$ cat src/rtl/rr_mux4.sv
// rr_mux4: four-input valid/ready stream gather with round-robin arbitration,
// packet locking and a registered output stage. out_sel tags every beat with
// the index of the source channel so a downstream demux can route it back.
module rr_mux4 #(
    parameter int unsigned W = 8
) (
    input  logic           clk,
    input  logic           rst,
    input  logic [3:0]     in_valid,
    input  logic [4*W-1:0] in_data,
    input  logic [3:0]     in_last,
    output logic [3:0]     in_ready,
    output logic           out_valid,
    output logic [W-1:0]   out_data,
    output logic [1:0]     out_sel,
    output logic           out_last,
    input  logic           out_ready
);

    typedef enum logic [0:0] {
        StUnlocked = 1'b0,
        StLocked   = 1'b1
    } state_e;

    state_e         state_q;
    logic [1:0]     ptr_q;
    logic [1:0]     gnt_q;
    logic           out_valid_q;
    logic [W-1:0]   out_data_q;
    logic [1:0]     out_sel_q;
    logic           out_last_q;

    logic           load;
    logic           picked;
    logic [1:0]     pick;
    logic [1:0]     cand;
    logic           xfer;
    logic [W-1:0]   sel_data;
    logic           sel_last;

    // The output register can take a beat when empty or being drained.
    assign load = !out_valid_q || out_ready;
    // picked already implies in_valid[pick], so load && picked is a transfer.
    assign xfer = load && picked;

    // Arbitration: locked channel only, otherwise first valid from ptr upward.
    always_comb begin
        picked = 1'b0;
        pick   = ptr_q;
        cand   = ptr_q;
        if (state_q == StLocked) begin
            // An idle locked source blocks everyone else until its last beat.
            picked = in_valid[gnt_q];
            pick   = gnt_q;
        end else begin
            // Scan from the farthest offset down so the nearest valid wins.
            for (int i = 3; i >= 0; i--) begin
                cand = ptr_q + 2'(i);
                if (in_valid[cand]) begin
                    picked = 1'b1;
                    pick   = cand;
                end
            end
        end
    end

    // Select the picked channel's data and end-of-packet flag.
    always_comb begin
        sel_data = '0;
        sel_last = 1'b0;
        for (int k = 0; k < 4; k++) begin
            if (pick == 2'(k)) begin
                sel_data = in_data[k*W +: W];
                sel_last = in_last[k];
            end
        end
    end

    // One-hot accept towards the picked source; silenced during reset.
    always_comb begin
        in_ready = '0;
        if (!rst && xfer) begin
            in_ready[pick] = 1'b1;
        end
    end

    // Arbiter FSM plus registered output stage.
    always_ff @(posedge clk or posedge rst) begin
        if (rst) begin
            state_q     <= StUnlocked;
            ptr_q       <= 2'd0;
            gnt_q       <= 2'd0;
            out_valid_q <= 1'b0;
            out_data_q  <= '0;
            out_sel_q   <= 2'd0;
            out_last_q  <= 1'b0;
        end else begin
            if (load) begin
                // Without a transfer the payload holds; only valid drops.
                out_valid_q <= xfer;
                if (xfer) begin
                    out_data_q <= sel_data;
                    out_sel_q  <= pick;
                    out_last_q <= sel_last;
                end
            end
            if (xfer) begin
                unique case (state_q)
                    StUnlocked: begin
                        if (sel_last) begin
                            // Single-beat packet: stay unlocked, move fairness on.
                            ptr_q <= pick + 2'd1;
                        end else begin
                            state_q <= StLocked;
                            gnt_q   <= pick;
                        end
                    end
                    StLocked: begin
                        if (sel_last) begin
                            state_q <= StUnlocked;
                            ptr_q   <= gnt_q + 2'd1;
                        end
                    end
                    default: state_q <= StUnlocked;
                endcase
            end
        end
    end

    assign out_valid = out_valid_q;
    assign out_data  = out_data_q;
    assign out_sel   = out_sel_q;
    assign out_last  = out_last_q;

    // At most one source is ever accepted.
    a_ready_onehot: assert property (@(posedge clk) disable iff (rst) $onehot0(in_ready));

    // A stalled output beat stays put until the consumer takes it.
    a_stall_hold: assert property (@(posedge clk) disable iff (rst)
        (out_valid && !out_ready) |=> (out_valid && $stable(out_data) && $stable(out_sel)
                                       && $stable(out_last)));

endmodule

$ cat config.mk
export PLATFORM = sky130hd
export DESIGN_NAME = rr_mux4
export DESIGN_NICKNAME = d
export VERILOG_FILES = /design/src/rtl/rr_mux4.sv
export SDC_FILE = /design/constraint.sdc
export NUM_CORES = 1
export LEC_CHECK = 0
export CAP_MARGIN = 20
export CORE_UTILIZATION = 41
export CTS_BUF_LIST = sky130_fd_sc_hd__clkbuf_4
export CTS_CLUSTER_SIZE = 20
export DETAILED_ROUTE_END_ITERATION = 10
export GPL_TIMING_DRIVEN = 0
export PLACE_DENSITY = 0.87
export SLEW_MARGIN = 20
export SYNTH_ARGS = -nofsm -noshare
export SYNTH_HDL_FRONTEND = slang
export SYNTH_SLANG_ARGS = --single-unit
$ cat constraint.sdc
create_clock -name clk -period 3.2 [get_ports clk]
set_input_delay 0.64 -clock clk [delete_from_list [all_inputs] [get_ports clk]]
set_output_delay 0.64 -clock clk [all_outputs]
set_load 0.05 [all_outputs]
Yosys cells after proc, flatten, opt, wreduce, memory -nomap -nowiden. Cells that the tools add are included. W data, S select, Z words.

Add/sub/neg operators: 5. Multiply operators: 0. Divide/modulo/power cells: 0. Magnitude comparators: 7. Equal/unequal tests: 5. Shifts and indexed selects: 0. Muxes and demuxes: 35. Bitwise operators: 2. Reductions and logical operators: 10.

Operators with widths (count): $mux W8 (4); $lt A2 B3 Y1 const B (6); $mux W1 (16); $mux W2 (7); $bmux W1 S2 (5); $add A2 B1 Y2 const B (3); $reduce_and A3 Y1 (2); $add A2 B2 Y2 const B (2); $eq A2 B2 Y1 const B (2); $mux W4 (1); $pmux W2 S2 (1); $logic_and A1 B1 Y1 (3); $demux W1 S2 (1); $eq A2 B1 Y1 const B (1); $ge A2 B1 Y1 const B (1); $logic_not A1 Y1 (2); $logic_not A2 Y1 (1); $ne A2 B1 Y1 const B (1); $ne A2 B2 Y1 const B (1); $not A1 Y1 (2); $reduce_and A2 Y1 (1); $logic_or A1 B1 Y1 (1).

Bits in registers: 17. Bits in latches: 0. RAM bits: 0. Memory bits (read-only): 0. Input port bits: 43. Output and inout bits: 16. Logic and storage cells: 71. Memories: 0.

Logic depth before layout (Yosys ltp).
Depth after elaboration: 15. Gate-level depth with buffers: 12. Depth with buffers taken out: 11.

Least setup slack after synthesis. No wires, ideal clock.

Kind: input -> output. Start point: input port in_valid[1]. End point: output port in_ready[3]. Arrival: 2.614 ns. Data required time: 2.560 ns. Path slack: -0.054 ns. Cell stages on the path: 8. Buffers on the path: 2. Cell sequence: nor3b_1 o22a_1 o22ai_1 o21ai_0 ha_1 clkbuf_1 clkbuf_1 and3_1.

Cells in the longest elaborated chain, start to end: 12. Elaborated cells between the ends (all ways): 28. Those cells by class: 2 x order compare; 23 x mux; 3 x reduce/logical.

Ends and longest elaborated chain: start, declared (RTL line 9) `input logic [3:0] in_valid,`; $bmux W1 S2 (RTL line 59) `if (in_valid[cand]) begin`; $mux W1 (implied by the code) (RTL line 59); $mux W2 (3 in series) (RTL line 59); $mux W2 (*) (RTL line 59); $mux W2 (*) (RTL line 51) `if (state_q == StLocked) begin`; named net pick[1] (RTL line 35) `logic [1:0] pick;`; $lt A2 B3 Y1 (implied by the code) / $ge A2 B1 Y1 (equally long branches) (RTL line 83) `in_ready[pick] = 1'b1;`; $logic_and A1 B1 Y1 (implied by the code) (RTL line 83); $mux W1 (implied by the code) (RTL line 83); $demux W1 S2 (*) (RTL line 83); $mux W4 (*) (RTL line 82) `if (!rst && xfer) begin`; end, declared (RTL line 12) `output logic [3:0] in_ready,`.

Mark *: on every way through the listed nets, which the timed path passes. The rest lies on a longest branch. The select of a mux whose other input is x is not followed.

Worst setup path after layout.
Start point: input port in_valid[1]. End point: output port in_ready[1].

The elaborated chain is that of the path after synthesis.

==> reports/summary.txt <==
DRT iter0 DRCs: 22
Syn Nets: 182
crit-path cells: clkdlybuf4s15_2 > nor3b_2 > o22a_1 > o22ai_1 > o21ai_2 > inv_1 > ha_2 > clkbuf_4 > and3_1 > buf_6
worst-path maximum fanout: 10
initial core utilization: 44.9%
Fill cells: 193
Die Ht: 54.8 um
CP Class: input port to output pin
Syn Std Cell Area: 1140 um^2
sequential share of the synthesized area: 37.2%
htree depth: 1
Crit path largest cell delay: 310 ps
worst r2r src: ptr_q[1]
RSZ-0062 raised after global routing: true
Int Pwr: 1.04 mW
fin. max-slew vios: 0
Yosys top cell area share: 37.2%
Hold Crit Endpoint: out_sel[1]
non-filler instance count after layout: 228
area of the die: 3000 um^2
Worst-Skew Late Latency: 280 ps
Fin Clk Skew: 3.78 ps
Max clock buf depth: 2
dominant register cell in the synthesized netlist: dfrtp_1
Area growth syn-to-layout: 62.5%
fmax: 323 MHz
Vias/cell: 5.44
post-synth cell types: 31
Flop pwr share: 19.1%
Buffers on Ports: 58
Startpoint Class: input port
switching share of power: 51.6%
Post-synth ARST share: 100%
Pwr Total: 2.15 mW
Multi-input gate area: 699 um^2
Final Critical Period: 3100 ps
leading area contributor after synthesis: dfrtp_1
I/O Pins: 59
Worst path slowest cell: o21ai_2
Vias: 1241
Post-Place Worst Slack: -1540 ps
Leakage: 0.782 nW
Critical Path End Type: output pin
Final Hold Vio Count: 0
HP Start: out_sel[1]
Die W: 54.8 um
DRC: 0
CTS sink cnt: 17
Final nets: 246
worst r2r path cells: 12
reg2reg setup slack: 390 ps
run status: complete, no violations
pwr/cell area: 1160 nW/um^2
DR pass1 iterations: 4
Routed WL: 3560 um
Post-synth EDFFs: 0
Wirelength per Cell: 15.6 um
Reg clk slew, reported paths: 100 ps
CTS Hold Buffers Added: 0
Cells after DPL: 223
Setup-failing EPs final: 0
Combinational Power Share: 75.1%
largest net degree at the start of global routing: 22
Congestion Overflow GR: 0
core box area: 2540 um^2
Layout Utilization: 73.0%
GPL Wtd Cong: 0.835
TritonCTS Buffers: 3
largest cells by area after synthesis: dfrtp_1 37%, a21oi_1 9.6%, nor2b_1 6.0%
library cell with the highest instance count after synthesis: a21oi_1
first-pass GRT wire length: 5200 um
CTS tree: done
Setup WS post-layout: 99.4 ps
Max IR drop VDD: 0.000889 V
layout cells sized above 1: 15.7%
warning count from the yosys run: 0
Post-DRT Antenna Nets: 0
Max Cap Violations: 0
Worst Tran Pin Value: 725 ps
Rows: 18
Post-synth top cells: 22 x a21oi_1, 17 x dfrtp_1, 11 x nor2_1, 11 x nor2b_1, 9 x inv_1
Syn Area/Cell: 8.46 um^2
max_slew headroom: 51.6%
Net Sw Power: 1.11 mW
Clock power frac: 5.8%
initial antenna violation count: 0
# diodes: 0
Final Cycle Share: 96.9%
register area: 425 um^2
vias in the first global route: 1137
register bit total from synthesis: 17
crit path DAT: 2460 ps
cells after synthesis: 135
Root Buffer: clkbuf_4
GR Util All Layers: 24.3%
Hold Path Stages: 1
min-delay worst type: flop to flop
HPWL Detailed: 2780 um
WP data required: 2560 ps
FF-to-FF End: gnt_q[1]
## area by class of cell
class / count / share of cell area, %
plain buffers: 6 / 1.95
inverters: 9 / 1.82
repair buffers: 61 / 32.0
clock buffers: 4 / 1.62
multi-input cells: 101 / 37.7
flip-flops and latches: 17 / 22.9
well taps: 30 / 2.02
## cells in the final DEF, fill, tap and decap left out, types with 2 or more instances in the layout
master / netlist / layout
clkdlybuf4s50_1: 0 / 50
a21oi_1: 22 / 22
dfrtp_1: 17 / 17
nor2_1: 11 / 11
nor2b_1: 11 / 11
inv_1: 9 / 8
nor3_1: 8 / 8
clkbuf_4: 0 / 7
a221oi_1: 7 / 7
nand2_1: 6 / 5
buf_4: 0 / 5
mux2i_1: 4 / 4
o21ai_0: 4 / 3
and3_1: 4 / 3
clkbuf_2: 0 / 2
nand2b_1: 2 / 2
a22oi_1: 2 / 2
mux2_2: 2 / 2
ha_4: 0 / 2
clkdlybuf4s15_2: 0 / 2
dlygate4sd2_1: 0 / 2
## worst max path at each step
stage | start | endpoint | slack [ps]
2_1_floorplan | in_valid[1] | in_ready[2] | 30
3_3_place_gp | in_valid[1] | in_ready[3] | -1490
3_5_place_dp | in_valid[1] | in_ready[3] | -1540
4_1_cts | in_valid[0] | in_ready[3] | 10
5_1_grt | in_valid[1] | in_ready[1] | -10
6_report | in_valid[1] | in_ready[1] | 100
## cell families (layout without fill, tap and decap cells)
| logic type | count (synthesis) | after routing | share of synthesized area (%) |
|---|---|---|---|
| AO/OA/AOI/OAI | 43 | 43 | 23.8 |
| adder cells (fa/ha/maj) | 4 | 4 | 4.38 |
| buffers and inverters | 17 | 80 | 5.70 |
| flip-flops | 17 | 17 | 37.2 |
| multiplexers | 6 | 6 | 5.48 |
| AND/OR/NAND/NOR | 48 | 48 | 23.4 |
## metal layers
layer	global-route usage (%)	wire length (um)	up-vias	part of all wire [%]
met5	0	0	-	0
met4	6.84	20	0	0.56
met3	3.33	137	2	3.8
met2	40.4	1890	28	53
met1	32.6	1510	596	42
li1	-	-	615	-
## worst max-delay path, delay by kind of cell
kind / cells / cell delay (ps)
and+or+nand+nor: 2 / 360
adders and majority gates: 1 / 210
buffers and inverters: 4 / 680
AOI/OAI and AO/OA: 3 / 560
## metrics by stage
step | hold WS, ps | instance area (um^2) | setup TNS (ps)
2_1_floorplan | 515 | 1140 | 0
3_3_place_gp | 508 | 1760 | -9070
3_5_place_dp | 503 | 1760 | -10310
4_1_cts | 526 | 1830 | 0
5_1_grt | 560 | 1860 | -12.9
6_report | 525 | 1860 | 0
## state kept, by name, indices dropped and copies added, names as in the netlist
register and count:
gnt_q 2, out_data 8, out_last 1, out_sel 2, out_valid 1, ptr_q 2
state_q 1
## power by group through the flow
stage,logic (mW),registers (mW),clock network (mW)
4_1_cts,1.57,0.407,0.127
2_1_floorplan,0.784,0.663,0
6_report,1.62,0.410,0.125
3_3_place_gp,1.44,0.405,0
5_1_grt,1.75,0.425,0.138
3_5_place_dp,1.49,0.411,0
## repair_timing
action | in CTS | in global routing
setup endpoints to repair | 18 | 7
pin swaps | 1 | 4
resized for setup | 43 | 6
buffers inserted | 0 | 3
No activity file was read; power rests on OpenSTA's default activity.
==> variant 1: new RTL, same flow settings <==
`W`: 8 -> 9.
--- a/src/rtl/rr_mux4.sv
+++ b/src/rtl/rr_mux4.sv
@@ -2,7 +2,7 @@
 // packet locking and a registered output stage. out_sel tags every beat with
 // the index of the source channel so a downstream demux can route it back.
 module rr_mux4 #(
-    parameter int unsigned W = 8
+    parameter int unsigned W = 9
 ) (
     input  logic           clk,
     input  logic           rst,
Ports: changed (resized in_data and out_data); port bits go from 59 to 64. The function was not compared with the original's and may differ.
==> variant 1 against the unedited design <==
- wire length decreased by 1.2%
- area after synthesis increased by 16%
- hold slack got worse by 0.040 ns
- die area increased by 16%
- via count increased by 10%
- global-route usage decreased by 3.2 points
- total power increased by 0.34%
- worst setup slack improved by 0.016 ns
- utilization decreased by 4.8 points
- sequential cell count increased by 1
- design area increased by 12%
- register-to-register slack got worse by 0.18 ns
==> variant 1: results (changes against the unedited design) <==
Status
  • Status: finished clean (unchanged)

Place
  • Buffers on Ports: 61 (was 58)
  • DP Area: 2000 sq um (was 1760 sq um)
  • Hpwl dp: 2700 um (was 2780 um)

Drt
  • DR WL met2: 1720 um (was 1890 um)
  • Vias/cell: 5.23 (was 5.44)
  • Total number of vias: 1369 (was 1241)
  • WL final: 3520 um (was 3560 um)
  • DRT met1 WL: 1640 um (was 1510 um)
  • Met3 wire length: 116 um (was 137 um)

Synth
  • Sequential share of the synthesized area: 33.9% (was 37.2%)
  • Multiplexer share of the synthesized area: 8.86% (was 5.48%)
  • Avg Cell Area, Syn: 8.68 sq um (was 8.46 sq um)
  • Synth area leaders: dfrtp_1 34%, a221oi_1 5.9%, a21oi_1 5.7%, nor2b_1 5.7%, mux2_1 4.2% (was dfrtp_1 37%, a21oi_1 9.6%, nor2b_1 6.0%, a221oi_1 5.4%, ha_1 4.4%)
  • Synth Net Count: 204 (was 182)

Die
  • Die W: 58.9 um (was 54.8 um)

CTS
  • Post-CTS Resized: 45 (was 43)

Power and ir drop
  • Leak: 0.880 nW (was 0.782 nW)
  • VDD IR max: 0.536 mV (was 0.889 mV)

Layout
  • Synth-to-layout area growth: 56.6% (was 62.5%)
  • Fillers: 262 (was 193)
  • Multi-In Gates: 117 (was 101)
  • Inverter count: 6 (was 9)
  • Final clock-cell share: 1.26% (was 1.62%)
  • Register area: 450 sq um (was 425 sq um)

Global routing
  • First-pass GRT wire length: 5580 um (was 5200 um)
  • All-Layer GR Usage: 21.2% (was 24.3%)
  • Pin count of the biggest net entering global routing: 19 (was 22)

Critical path
  • CP arrival: 2.44 ns (was 2.46 ns)
  • CP startpoint: in_valid[0] (was in_valid[1])
  • RR Startpoint: ptr_q[0]$_DFFE_PP0P_ (was ptr_q[1]$_DFFE_PP0P_)

STA
  • Rel. slew slack: 55.6% (was 51.6%)
==> variant 1: cell types whose count changed in the layout (fill, tap and decap cells not counted), moves of 5 or more <==
cell	before	now
nor2_1	11	6
o21ai_0	3	10
nand2_1	5	14
clkdlybuf4s50_1	50	55
mux2_1	0	5
a21oi_1	22	13
buf_2	1	6
==> variant 1: logic make-up (layout without fill, tap and decap cells) <==
| group | Yosys count | after routing |
|---|---|---|
| buffers and inverters | 18 | 83 |
| AOI/OAI and AO/OA | 49 | 49 |
| muxes | 11 | 11 |
| and+or+nand+nor | 53 | 53 |
| DFF | 18 | 18 |
| adders and majority gates | 4 | 4 |
==> variant 1: worst max-delay path, stage by stage <==
cell and delay [ns]:
buf_2 0.16, nor2b_4 0.15, a21o_1 0.16, a211oi_2 0.21
mux2_4 0.22, ha_2 0.22, clkbuf_8 0.17, clkbuf_4 0.18
and2_2 0.14, buf_4 0.19
==> variant 1: power groups by stage <==
| stage | logic [mW] | registers (mW) | clock network, mW |
|---|---|---|---|
| final | 1.63 | 0.411 | 0.115 |
| after global routing | 1.77 | 0.423 | 0.128 |
| after CTS | 1.61 | 0.411 | 0.114 |
| after detailed placement | 1.54 | 0.414 | 0 |
| after global placement | 1.52 | 0.408 | 0 |
| after floorplan | 0.867 | 0.660 | 0 |
==> variant 1: worst paths after layout <==
check                                          end  slack, ns  depth (start not counted)
max                                    in_ready[3]       0.12                         10
min                        out_data[5]$_DFFE_PP0P_       0.48                          2
max reg2reg                   gnt_q[1]$_DFFE_PP0P_       0.21                         13
min reg2reg                out_data[5]$_DFFE_PP0P_       0.48                          2
max in group asynchronous  out_data[1]$_DFFE_PP0P_       1.98                          2
min in group asynchronous     ptr_q[0]$_DFFE_PP0P_       0.79                          2
==> variant 2: new RTL, config.mk and constraints unchanged <==
Made on the original files. Make the reset (`rst`) synchronous in one clocked block.
--- a/src/rtl/rr_mux4.sv
+++ b/src/rtl/rr_mux4.sv
@@ -85,7 +85,7 @@
     end
 
     // Arbiter FSM plus registered output stage.
-    always_ff @(posedge clk or posedge rst) begin
+    always_ff @(posedge clk) begin
         if (rst) begin
             state_q     <= StUnlocked;
             ptr_q       <= 2'd0;
Check against the original RTL: differs if rst is asserted again (counterexample within 4 cycles, from zero or initial values and one cycle with rst high); with rst held inactive, the same outputs for 10 cycles.
==> variant 2 against the unedited design <==
- hold slack worse by 0.060 ns
- total power down 8.4%
- clock skew hardly changed
- count of clock-buffer cells in the layout unchanged
- design area up 6.9%
- die area grew 4.6%
- area after synthesis up 4.8%
- via count increased by 17%
- wire length rose by 16%
- sequential cell count is the same
- worst setup slack lost 0.034 ns
- critical path depth is 1 higher
- critical path type unchanged
==> variant 2: results (changes against the unedited design) <==
Synth
  • Post-Syn Instances: 151 (was 135)
  • Synth area leaders: dfxtp_1 28%, a21oi_1 6.7%, a221o_1 5.9%, nor2_1 5.3%, a221oi_1 5.1% (was dfrtp_1 37%, a21oi_1 9.6%, nor2b_1 6.0%, a221oi_1 5.4%, ha_1 4.4%)
  • Sequential share of the synthesized area: 28.4% (was 37.2%)
  • Compound-Gate Fraction of Synth Area: 32.1% (was 23.8%)
  • Multiplexer share of the synthesized area: 3.87% (was 5.48%)
  • Commonest cells in the netlist: 17 x dfxtp_1, 17 x nor2_1, 16 x a21oi_1 (was 22 x a21oi_1, 17 x dfrtp_1, 11 x nor2_1, 11 x nor2b_1, 9 x inv_1)
  • Asr flop ratio synth: 0% (was 100%)
  • Distinct cells, synth: 38 (was 31)

Power and ir drop
  • Pwr/cell area: 992 nW/um^2 (was 1160 nW/um^2)
  • Seq pwr share: 18.4% (was 19.1%)
  • P_int: 0.985 mW (was 1.04 mW)
  • Clock power frac: 6.9% (was 5.8%)
  • VDD IR max: 0.781 mV (was 0.889 mV)

Place
  • Buffers on Ports: 57 (was 58)
  • DP Area: 1810 sq um (was 1760 sq um)
  • Hpwl dp: 2860 um (was 2780 um)

Global routing
  • Pin count of the biggest net entering global routing: 11 (was 22)
  • Met1 Use GR: 32.0% (was 32.6%)
  • First-pass GRT wire length: 6360 um (was 5200 um)
  • All-Layer GR Usage: 26.1% (was 24.3%)

STA
  • Worst hold slack: 0.465 ns (was 0.525 ns)
  • Post-Route Skew: 0.00393 ns (was 0.00378 ns)

Drt
  • DRT Pass-1 Iters: 6 (was 4)
  • DR WL/cell: 16.6 um (was 15.6 um)
  • DRT met1 WL: 1670 um (was 1510 um)

Critical path
  • Worst Setup EP: in_ready[2] (was in_ready[1])
  • Worst r2r dst: gnt_q[0]$_SDFFE_PP0P_ (was gnt_q[1]$_DFFE_PP0P_)
  • RR Startpoint: ptr_q[0]$_SDFFE_PP0P_ (was ptr_q[1]$_DFFE_PP0P_)

Status
  • Status: finished clean (unchanged)

Hold path
  • Hold depth: 2 (was 1)
  • Hold Path Sink: out_last$_SDFFE_PP0P_ (was out_sel[1]$_DFFE_PP0P_)

CTS
  • # Post-CTS Setup Buffers: 4 (was 0)

Layout
  • Nets: 266 (was 246)
variant 2: cell count changes in the layout (fill, tap and decap cells not counted), sizes merged, moves of 4 or more:
cell,before,now
a221o,0,7
dfxtp,0,17
nor2b,11,7
a21oi,22,16
dfrtp,17,0
buf,7,14
and2,1,5
and3,4,0
nor2,11,17
variant 2: final cells by class:
class / instances / area (sq um) / share of cell area, %
flip-flops and latches: 17 / 340 / 17.1
repair buffers: 63 / 612 / 30.8
inverters: 12 / 45.0 / 2.27
well taps: 31 / 38.8 / 1.95
clock buffers: 4 / 30.0 / 1.51
plain buffers: 11 / 105 / 5.29
multi-input cells: 111 / 815 / 41.0
variant 2: critical path, stage by stage:
cell and delay, ns:
clkdlybuf4s15_1 0.23, nor2b_4 0.16, or3_4 0.39, a21oi_4 0.19, a21oi_4 0.07, inv_2 0.08
ha_2 0.18, buf_6 0.10, clkbuf_8 0.15, and2_1 0.14, buf_6 0.16
